$ cat config.mk
export PLATFORM = sky130hd
export DESIGN_NAME = dmem_arbiter
export DESIGN_NICKNAME = d
export VERILOG_FILES = /design/src/rtl/dmem_arb_pkg.sv /design/src/rtl/dmem_arb_pick.sv /design/src/rtl/dmem_arbiter.sv
export SDC_FILE = /design/constraint.sdc
export NUM_CORES = 1
export LEC_CHECK = 0
export CORE_ASPECT_RATIO = 2
export CORE_MARGIN = 2
export CORE_UTILIZATION = 40
export CTS_CLUSTER_SIZE = 28
export DETAILED_ROUTE_END_ITERATION = 10
export GPL_TIMING_DRIVEN = 0
export PLACE_DENSITY = 0.8
export SLEW_MARGIN = 20
export SYNTH_ARGS = -nofsm -noshare
export SYNTH_HDL_FRONTEND = slang
export SYNTH_HIERARCHICAL = 1
export SYNTH_SLANG_ARGS = --single-unit
$ cat constraint.sdc
create_clock -name clk -period 2 [get_ports clk]
set_input_delay 0.4 -clock clk [delete_from_list [all_inputs] [get_ports clk]]
set_output_delay 0.4 -clock clk [all_outputs]
set_load 0.01 [all_outputs]
$ cat src/rtl/dmem_arb_pkg.sv
// Shared constants and types for the two-port data-memory arbiter.
// DMEM_ARB_RR_EN (see dmem_arb_pick) selects round-robin instead of fixed priority.
package dmem_arb_pkg;

    localparam int ADDR_W = 3;
    localparam int DATA_W = 16;

    typedef enum logic [1:0] {
        IDLE   = 2'd0,
        ACCESS = 2'd1,
        RESP   = 2'd2
    } state_t;

    // 0 = CPU port (m0), 1 = debug/loader port (m1)
    typedef logic req_idx_t;

endpackage

$ cat src/rtl/dmem_arb_pick.sv
// Combinational winner select between the two requesters.
// DMEM_ARB_RR_EN defined: round-robin on contention; undefined: m0 always wins.
module dmem_arb_pick
    import dmem_arb_pkg::*;
(
    input  logic     req0,
    input  logic     req1,
`ifdef DMEM_ARB_RR_EN
    input  req_idx_t last_gnt,
`endif
    output logic     any_req,
    output req_idx_t winner
);

    always_comb begin
        any_req = req0 | req1;
        winner  = 1'b0;
        if (req0 && req1) begin
`ifdef DMEM_ARB_RR_EN
            // The port that was not granted last takes the slot.
            winner = ~last_gnt;
`else
            winner = 1'b0;
`endif
        end else if (req1) begin
            winner = 1'b1;
        end
    end

endmodule

$ cat src/rtl/dmem_arbiter.sv
// Two-port arbiter/sequencer for the 8x16 data memory: IDLE -> ACCESS -> RESP, 3 cycles per
// transaction. Build with DMEM_ARB_RR_EN for round-robin arbitration on contention.
//
// Handshake: a requester holds req with a stable command until its gnt pulses (ACCESS cycle);
// it then drops req or presents a new command. rvalid pulses one cycle after gnt for reads only.
module dmem_arbiter
    import dmem_arb_pkg::*;
(
    input  logic              clk,
    input  logic              rst,
    input  logic              m0_req,
    input  logic              m0_we,
    input  logic [ADDR_W-1:0] m0_addr,
    input  logic [DATA_W-1:0] m0_wdata,
    output logic              m0_gnt,
    output logic              m0_rvalid,
    output logic [DATA_W-1:0] m0_rdata,
    input  logic              m1_req,
    input  logic              m1_we,
    input  logic [ADDR_W-1:0] m1_addr,
    input  logic [DATA_W-1:0] m1_wdata,
    output logic              m1_gnt,
    output logic              m1_rvalid,
    output logic [DATA_W-1:0] m1_rdata,
    output logic              mem_wrenable,
    output logic [ADDR_W-1:0] mem_dataadr,
    output logic [DATA_W-1:0] mem_writedata,
    input  logic [DATA_W-1:0] mem_readdata,
    output logic [1:0]        dbg_state
);

    state_t            state_q, state_d;
    req_idx_t          sel_q, sel_d;
    logic              gnt0_q, gnt0_d, gnt1_q, gnt1_d;
    logic              rvalid0_q, rvalid0_d, rvalid1_q, rvalid1_d;
    logic [DATA_W-1:0] rdata0_q, rdata0_d, rdata1_q, rdata1_d;
    logic              wren_q, wren_d;
    logic [ADDR_W-1:0] adr_q, adr_d;
    logic [DATA_W-1:0] wdata_q, wdata_d;
    logic              any_req;
    req_idx_t          winner;

`ifdef DMEM_ARB_RR_EN
    req_idx_t          last_q, last_d;
`endif

    dmem_arb_pick u_pick (
        .req0     (m0_req),
        .req1     (m1_req),
`ifdef DMEM_ARB_RR_EN
        .last_gnt (last_q),
`endif
        .any_req  (any_req),
        .winner   (winner)
    );

    always_comb begin
        state_d   = state_q;
        sel_d     = sel_q;
        gnt0_d    = 1'b0;
        gnt1_d    = 1'b0;
        rvalid0_d = 1'b0;
        rvalid1_d = 1'b0;
        rdata0_d  = rdata0_q;
        rdata1_d  = rdata1_q;
        wren_d    = 1'b0;
        adr_d     = adr_q;
        wdata_d   = wdata_q;
`ifdef DMEM_ARB_RR_EN
        last_d    = last_q;
`endif
        case (state_q)
            IDLE: begin
                if (any_req) begin
                    state_d = ACCESS;
                    sel_d   = winner;
                    wren_d  = winner ? m1_we    : m0_we;
                    adr_d   = winner ? m1_addr  : m0_addr;
                    wdata_d = winner ? m1_wdata : m0_wdata;
                    gnt0_d  = ~winner;
                    gnt1_d  = winner;
`ifdef DMEM_ARB_RR_EN
                    last_d  = winner;
`endif
                end
            end
            ACCESS: begin
                state_d = RESP;
                // wren_q still carries this transaction's we during ACCESS.
                if (!wren_q) begin
                    if (sel_q) begin
                        rdata1_d  = mem_readdata;
                        rvalid1_d = 1'b1;
                    end else begin
                        rdata0_d  = mem_readdata;
                        rvalid0_d = 1'b1;
                    end
                end
            end
            RESP:    state_d = IDLE;
            default: state_d = IDLE;
        endcase
    end

    always_ff @(posedge clk) begin
        if (rst) begin
            state_q   <= IDLE;
            sel_q     <= 1'b0;
            gnt0_q    <= 1'b0;
            gnt1_q    <= 1'b0;
            rvalid0_q <= 1'b0;
            rvalid1_q <= 1'b0;
            rdata0_q  <= '0;
            rdata1_q  <= '0;
            wren_q    <= 1'b0;
            adr_q     <= '0;
            wdata_q   <= '0;
`ifdef DMEM_ARB_RR_EN
            last_q    <= 1'b1;
`endif
        end else begin
            state_q   <= state_d;
            sel_q     <= sel_d;
            gnt0_q    <= gnt0_d;
            gnt1_q    <= gnt1_d;
            rvalid0_q <= rvalid0_d;
            rvalid1_q <= rvalid1_d;
            rdata0_q  <= rdata0_d;
            rdata1_q  <= rdata1_d;
            wren_q    <= wren_d;
            adr_q     <= adr_d;
            wdata_q   <= wdata_d;
`ifdef DMEM_ARB_RR_EN
            last_q    <= last_d;
`endif
        end
    end

    assign m0_gnt        = gnt0_q;
    assign m1_gnt        = gnt1_q;
    assign m0_rvalid     = rvalid0_q;
    assign m1_rvalid     = rvalid1_q;
    assign m0_rdata      = rdata0_q;
    assign m1_rdata      = rdata1_q;
    assign mem_wrenable  = wren_q;
    assign mem_dataadr   = adr_q;
    assign mem_writedata = wdata_q;
    assign dbg_state     = state_q;

endmodule

==> key figures, run 1 <==
Cells and area
  • Ratio of cells with drive above 1 in the final layout: 0.1351
  • Layout area overhead: 66.36%
  • Fillers: ~470
  • Post-layout util: 0.6832
  • Net count, final: 440
  • N_diodes: 0

Timing
  • Final setup vio count: 0
  • Fin crit share: 0.9181
  • Slew Viols, Final: 0
  • Setup_tns: 0 ns
  • Achievable Freq: roughly 540 MHz
  • Worst-margin pin slew: approximately 0.6 ns
  • Minimum clock period: between 1.5 and 2 ns
  • Fin worst setup slack: 0.1637 ns
  • RSZ-0062 raised after global routing: no
  • Clk_skew: about 0.0052 ns
  • Slew HR: 0.5886
  • Hold violation count in the final report: 0
  • Hold Slack: 0.4520 ns

Clock network
  • H-tree levels: 3
  • Clk sinks: around 60
  • CTS Hold Buffers Added: 0
  • CTS max path bufs: 2
  • TritonCTS clock tree: done
  • Clock slew at reported path FFs: roughly 0.050 ns
  • Post-cts resize count: 0
  • Clk_lat worst skew: 0.32 ns
  • CTS Buf Count: 9
  • Post-CTS Setup Repair Bufs: 0
  • CTS Root Cell: clkbuf_16

Synth
  • Syn nets: roughly 310
  • Synth unique cells: 26
  • Syn Std Cell Area: approximately 2300 µm²
  • Post-Synthesis Cells: roughly 250
  • Syn avg cell area: roughly 9.2 µm²
  • Syn. warnings: 6
  • Synthesis-stage register bit count: ~60
  • Post-synthesis sequential area ratio: 0.5081

Global routing
  • GRT Total Usage: 0.2029
  • Grt met2 use: 0.3758
  • Number of global-route vias before repair: 2220
  • First-pass GRT wire length: roughly 10000 µm
  • Grt ovf: 0
  • Antenna violations before repair: 0
  • GRT met1 Usage: 0.1924
  • GR peak layer: met2
  • Routing usage on met3: 0.06736
  • Largest net degree at the start of global routing: 11

Hold path
  • Hold path depth: 2
  • Worst hold start: m1_rdata[9]$_SDFFE_PP0P_
  • Hold Crit Endpoint: m1_rdata[9]$_SDFFE_PP0P_
  • Worst hold path type: reg -> reg

Critical path
  • Crit end category: output pin
  • Startpoint types: register
  • Buf/Inv on CP: 1
  • Worst-case reg-to-reg path depth: 5
  • Reg-to-reg slack, setup: 0.47 ns
  • RR Startpoint: dbg_state[0]$_SDFFE_PP0P_
  • Reg2reg end: m0_rdata[6]$_SDFFE_PP0P_
  • Critical path's top delay family: buffers and inverters
  • Slowest CP cell: clkdlybuf4s50_1
  • Slowest stage delay, CP: roughly 0.63 ns
  • Required time of the critical path: roughly 1.6 ns
  • Kind of critical path: reg -> out
  • Arrival @ worst endpoint: approximately 1.4 ns
  • Critical Path, Cell by Cell: clkdlybuf4s50_1
  • CP max FO: 8

Power and ir drop
  • Switching Fraction: 0.2358
  • Power Dens Cells: between 800 and 900 nW/µm²
  • Int Pwr: 2573 µW
  • Worst IR Drop VDD: roughly 870 µV
  • Clock Power Share: 0.443
  • Logic pwr share: 0.169
  • Switching power: approximately 790 µW
  • Share of power burned in registers: 0.388
  • P_leak: ~0.0014 µW
  • Final Power: roughly 3400 µW

Die
  • Die Footprint: about 6500 µm²
  • Die height: roughly 110 µm
  • I/O pins: 118
  • Initial core utilization: 0.4107
  • Num rows: 39
  • Die width: roughly 58 µm
  • Core Area: around 5700 µm²

Route
  • Avg WL per Cell: between 10 and 15 µm
  • Post-route ant nets: 0
  • Drt via density: 4.854
  • Iter 0 DRT Violations: 45
  • Drt total wl: slightly above 6000 µm
  • Initial DRT Pass Iterations: 4
  • Residual DRC: 0
  • Vias: ~2200

Placed design
  • PortBufs: 117
  • Setup WS pre-CTS: -0.03953 ns
  • DP HPWL: 4899 µm
  • Final GP Congestion: 0.6985

Flow run
  • Max cap viols: 0

Outcome
  • Status: complete, no violations
-- cells in the final DEF (no fill, tap or decap) --
master           synthesis  layout
clkdlybuf4s50_1          0     117
clkinv_2                 0       3
nand2_1                 55      55
clkbuf_16                0       9
buf_12                   1       1
a211oi_1                19      19
nand2b_1                 1       1
nor3_1                   1       1
nor4b_4                  1       1
nor3b_2                  1       1
nand4bb_1                1       1
buf_1                    1       1
mux2i_1                 21      21
buf_6                    1       1
clkbuf_8                 0       1
nor2b_1                  1       1
nand2_4                  1       1
or4b_1                   1       1
bufinv_16                0       1
buf_2                   12      12
nand2_2                  9       9
or2_1                    1       1
clkbuf_1                 5       6
nor3b_1                  2       2
a21oi_1                 22      22
clkinvlp_4               0       1
nor2_1                  23      23
dfxtp_1                 59      59
a21oi_2                 10      10
and2_1                   1       1
inv_2                    1       1
and4bb_1                 1       1
-- layer usage --
metal  part of all wire  vias to the layer above
li1                   -                     1100
met5                  0                        -
met4              0.024                        0
met3              0.072                       14
met1               0.34                      966
met2               0.57                       85
-- worst max path at each step --
| stage | endpoint | depth (start not counted) | slack, ns | startpoint |
|---|---|---|---|---|
| 6_report | dbg_state[1] | 1 | 0.16 | dbg_state[1]$_SDFFE_PP0P_ |
| 3_5_place_dp | m1_rdata[15]$_SDFFE_PP0P_ | 4 | -0.04 | rst |
| 2_1_floorplan | m0_rdata[10]$_SDFFE_PP0P_ | 5 | 0.55 | dbg_state[1]$_SDFFE_PP0P_ |
| 3_3_place_gp | mem_dataadr[0]$_SDFFE_PP0P_ | 6 | 0.001 | m0_req |
| 5_1_grt | dbg_state[1] | 1 | 0.12 | dbg_state[1]$_SDFFE_PP0P_ |
| 4_1_cts | dbg_state[1] | 1 | 0.15 | dbg_state[1]$_SDFFE_PP0P_ |
-- synthesized netlist by cell type --
cell type,count,area share
buf_2,12,0.026
nor3b_2,1,0.0054
mux2i_1,21,0.090
and2_1,1,0.0027
or2_1,1,0.0027
clkbuf_1,5,0.0081
nor3_1,1,0.0022
buf_12,1,0.0086
nand2_4,1,0.0048
nand2b_1,1,0.0027
a21oi_2,10,0.038
nor2b_1,1,0.0027
and4bb_1,1,0.0054
buf_1,1,0.0016
a211oi_1,19,0.061
dfxtp_1,59,0.51
nor3b_1,2,0.0065
a21oi_1,22,0.047
nand2_1,55,0.089
buf_6,1,0.0048
nand2_2,9,0.024
or4b_1,1,0.0043
inv_2,1,0.0016
nor4b_4,1,0.010
nor2_1,23,0.037
nand4bb_1,1,0.0048
-- layout make-up --
type	count	area, µm²	share of cell area
Inverter	1	3.754	0.0009706
Clock inverter	5	52.55	0.01359
Sequential cell	59	1181	0.3054
Clock buffer	11	242.7	0.06276
Tap cell	61	76.32	0.01973
Buffer	20	113.9	0.02944
Multi-Input combinational cell	172	1026	0.2653
Timing Repair Buffer	117	1171	0.3028
-- flip-flops by register name, summed over array words and instances (netlist names) --
signal         count
m0_rvalid          1
m1_rvalid          1
m1_rdata          16
mem_wrenable       1
m1_gnt             1
mem_dataadr        3
sel_q              1
m0_gnt             1
dbg_state          2
m0_rdata          16
mem_writedata     16
-- per-stage QoR --
step | cell area (µm²) | instances
after floorplan | 2325 | 252
after global placement | 3572 | 430
after detailed placement | 3572 | 430
after CTS | 3867 | 446
after global routing | 3867 | 446
final | 3867 | 446
-- logic make-up (layout without fill, tap and decap cells) --
family / after synthesis / after routing / share of synthesized area
buf+inv: 21 / 154 / 0.05059
flops: 59 / 59 / 0.5081
simple gates: 100 / 100 / 0.2045
compound gates: 51 / 51 / 0.1464
mux: 21 / 21 / 0.09042
-- power groups by stage --
stage	Sequential (µW)	Combinational, µW	Clock, µW
after floorplan	1360	216	0
after global placement	1330	566	0
after detailed placement	1330	572	0
after CTS	1310	577	1510
after global routing	1320	618	1560
final	1310	569	1490
Note: power is estimated with default switching activity, not from simulation.
==> run 2: changes to the inputs <==
- ABC_CLOCK_PERIOD_IN_PS: unset -> 2000
==> results of run 2 <==
Final layout, timing and power as in run 1 (identical DEF).
==> run 3: changes to the inputs <==
--- a/constraint.sdc
+++ b/constraint.sdc
@@ -3,2 +3,2 @@
 set_output_delay 0.4 -clock clk [all_outputs]
-set_load 0.01 [all_outputs]
+set_load 0.1 [all_outputs]
==> run 3 against run 2 <==
Clock skew increased by 0.0015 ns; cell count unchanged; largest cell class unchanged; wire length increased by 2.8%; via count increased by 2.6%; clock-buffer cell count increased by 1; die area unchanged.
==> key figures, run 3 (synthesis gave the netlist of run 1 again) <==
Outcome
  • Status: complete, no violations (unchanged)

Clock network
  • CTS Hold Buffers Added: 0 (unchanged)
  • Clk_lat worst skew: 0.33 ns (was 0.32 ns)
  • Clk sinks: 59 (unchanged)
  • CTS Buf Count: 9 (unchanged)
  • CTS Root Cell: clkbuf_16 (unchanged)
  • CTS max path bufs: 2 (unchanged)
  • Clock slew at reported path FFs: 0.05 ns (about the same)
  • H-tree levels: 3 (unchanged)
  • Post-CTS Setup Repair Bufs: 0 (unchanged)
  • TritonCTS clock tree: done (unchanged)

Critical path
  • WP depth: 1 (unchanged)
  • Required time of the critical path: 1.60 ns (about the same)
  • Crit end category: output pin (unchanged)
  • Slowest CP cell: clkdlybuf4s15_1 (was clkdlybuf4s50_1)
  • Arrival @ worst endpoint: 1.55 ns (was 1.44 ns)
  • Critical path's top delay family: buffers and inverters (unchanged)
  • Startpoint types: register (unchanged)
  • Kind of critical path: reg -> out (unchanged)
  • Buf/Inv on CP: 1 (unchanged)
  • Slowest stage delay, CP: 0.84 ns (was 0.63 ns)
  • Worst-case reg-to-reg path depth: 5 (unchanged)
  • CP max FO: 2 (was 8)
  • Critical Path, Cell by Cell: clkdlybuf4s15_1 (was clkdlybuf4s50_1)

Cells and area
  • Post-layout util: 0.6744 (was 0.6832)
  • Ratio of cells with drive above 1 in the final layout: 0.1481 (was 0.1351)
  • Most frequent cells in the layout: clkdlybuf4s50_1 (59), dfxtp_1 (58), nand2_1 (55) (was clkdlybuf4s50_1 (117), dfxtp_1 (59), nand2_1 (55))
  • N_diodes: 0 (unchanged)
  • Layout area overhead: 64.21% (was 66.36%)
  • Net count, final: 440 (unchanged)
  • Commonest non-fill, non-tap cell in the layout: clkdlybuf4s50_1 (unchanged)
  • Post-Layout Cell Count: 446 (unchanged)

Route
  • Initial DRT Pass Iterations: 4 (unchanged)
  • Post-route ant nets: 0 (unchanged)
  • Vias: 2222 (was 2165)
  • Avg WL per Cell: 14.25 µm (was 13.86 µm)
  • Residual DRC: 0 (unchanged)
  • Drt via density: 4.982 (was 4.854)
  • Drt total wl: 6355 µm (was 6180 µm)
  • Iter 0 DRT Violations: 44 (was 45)

Power and ir drop
  • Power Dens Cells: 1024 nW/µm² (was 870.7 nW/µm²)
  • Worst IR Drop VDD: 1121 µV (was 872.5 µV)
  • P_leak: 0.001654 µW (was 0.001420 µW)
  • Final Power: 3911 µW (was 3368 µW)

Timing
  • Hold violation count in the final report: 0 (unchanged)
  • RSZ-0062 raised after global routing: no (unchanged)
  • Achievable Freq: 511.8 MHz (was 544.6 MHz)
  • Slew Viols, Final: 0 (unchanged)
  • Fin crit share: 0.9769 (was 0.9181)
  • Slew HR: 0.3445 (was 0.5886)
  • Worst-margin pin slew: 0.9872 ns (was 0.6171 ns)
  • Setup_tns: 0 ns (unchanged)
  • Minimum clock period: 1.954 ns (was 1.836 ns)
  • Clk_skew: 0.006706 ns (was 0.005164 ns)
  • Final setup vio count: 0 (unchanged)

Flow run
  • Max cap viols: 0 (unchanged)

Global routing
  • Largest net degree at the start of global routing: 11 (unchanged)
  • GRT Total Usage: 0.2113 (was 0.2029)
  • First-pass GRT wire length: 10480 µm (was 10170 µm)
  • Grt ovf: 0 (unchanged)
  • Number of global-route vias before repair: 2339 (was 2220)
  • Antenna violations before repair: 0 (unchanged)

Hold path
  • Hold path depth: 2 (unchanged)
  • Worst hold path type: reg -> reg (unchanged)

Placed design
  • PortBufs: 117 (unchanged)
  • Dpl cells: 430 (unchanged)
  • DP HPWL: 4911 µm (was 4899 µm)
  • Final GP Congestion: 0.7348 (was 0.6985)

Die
  • Num rows: 39 (unchanged)
  • Die height: 111.8 µm (unchanged)
  • Initial core utilization: 0.4107 (unchanged)
  • Core Area: 5660 µm² (unchanged)
  • Die Footprint: 6474 µm² (unchanged)
  • Die width: 57.91 µm (unchanged)
  • I/O pins: 118 (unchanged)
## run 3: changes by cell type in the layout (fill, tap and decap cells not counted), sizes merged
cell	delta
clkdlybuf4s50	-58
dlygate4sd2	+54
clkdlybuf4s15	+3
clkbuf	+2
clkinv	-1
## run 3: metrics by stage
step	area, µm²	setup slack [ns]	hold slack, ns
after floorplan	2326	0.07722	0.5357
after global routing	3817	0.01773	0.4658
final	3817	0.04624	0.4469
after detailed placement	3573	-0.1026	0.4476
after CTS	3821	0.009738	0.4512
after global placement	3573	-0.08366	0.4416
## run 3: report_power, final
group	switching [µW]	total (µW)	internal, µW
logic	758	1030	275
registers	46.5	1300	1260
clock network	516	1580	1060
## run 3: timing repair
action,4_1_cts,5_1_grt
hold endpoints to repair,0,0
gates resized for setup,63,2
endpoints found under the setup margin,58,2
## run 3: final cells by class
| type | instances | area (µm²) |
|---|---|---|
| Inverter | 1 | 3.754 |
| Fill cell | 509 | 1843 |
| Tap cell | 61 | 76.32 |
| Timing Repair Buffer | 117 | 1101 |
| Multi-Input combinational cell | 172 | 1026 |
| Clock buffer | 12 | 266.5 |
| Buffer | 20 | 113.9 |
| Sequential cell | 59 | 1182 |
| Clock inverter | 4 | 47.55 |
## run 3: path summary, 6_finish.rpt
check,from,endpoint,slack (ns)
setup / recovery,m0_rdata[12]$_SDFFE_PP0P_,m0_rdata[12],0.05
hold / removal,m1_rdata[8]$_SDFFE_PP0P_,m1_rdata[8]$_SDFFE_PP0P_,0.45
setup reg to reg,sel_q$_SDFFE_PP0P_,m0_rdata[9]$_SDFFE_PP0P_,0.49
hold reg to reg,m1_rdata[8]$_SDFFE_PP0P_,m1_rdata[8]$_SDFFE_PP0P_,0.45
## run 3: routing by layer
| metal | vias to the layer above | global-route usage | routed length [µm] |
|---|---|---|---|
| met1 | 1014 | 0.1859 | 2046 |
| met2 | 90 | 0.4015 | 3667 |
| li1 | 1104 | - | - |
| met4 | 0 | 0.09147 | 147 |
| met5 | - | 0 | 0 |
| met3 | 14 | 0.07898 | 494 |
## run 3: worst min-delay path, stage by stage (launching register included)
cell and delay (ns):
dfxtp_1 0.30, nand2_1 0.05, a21oi_1 0.05
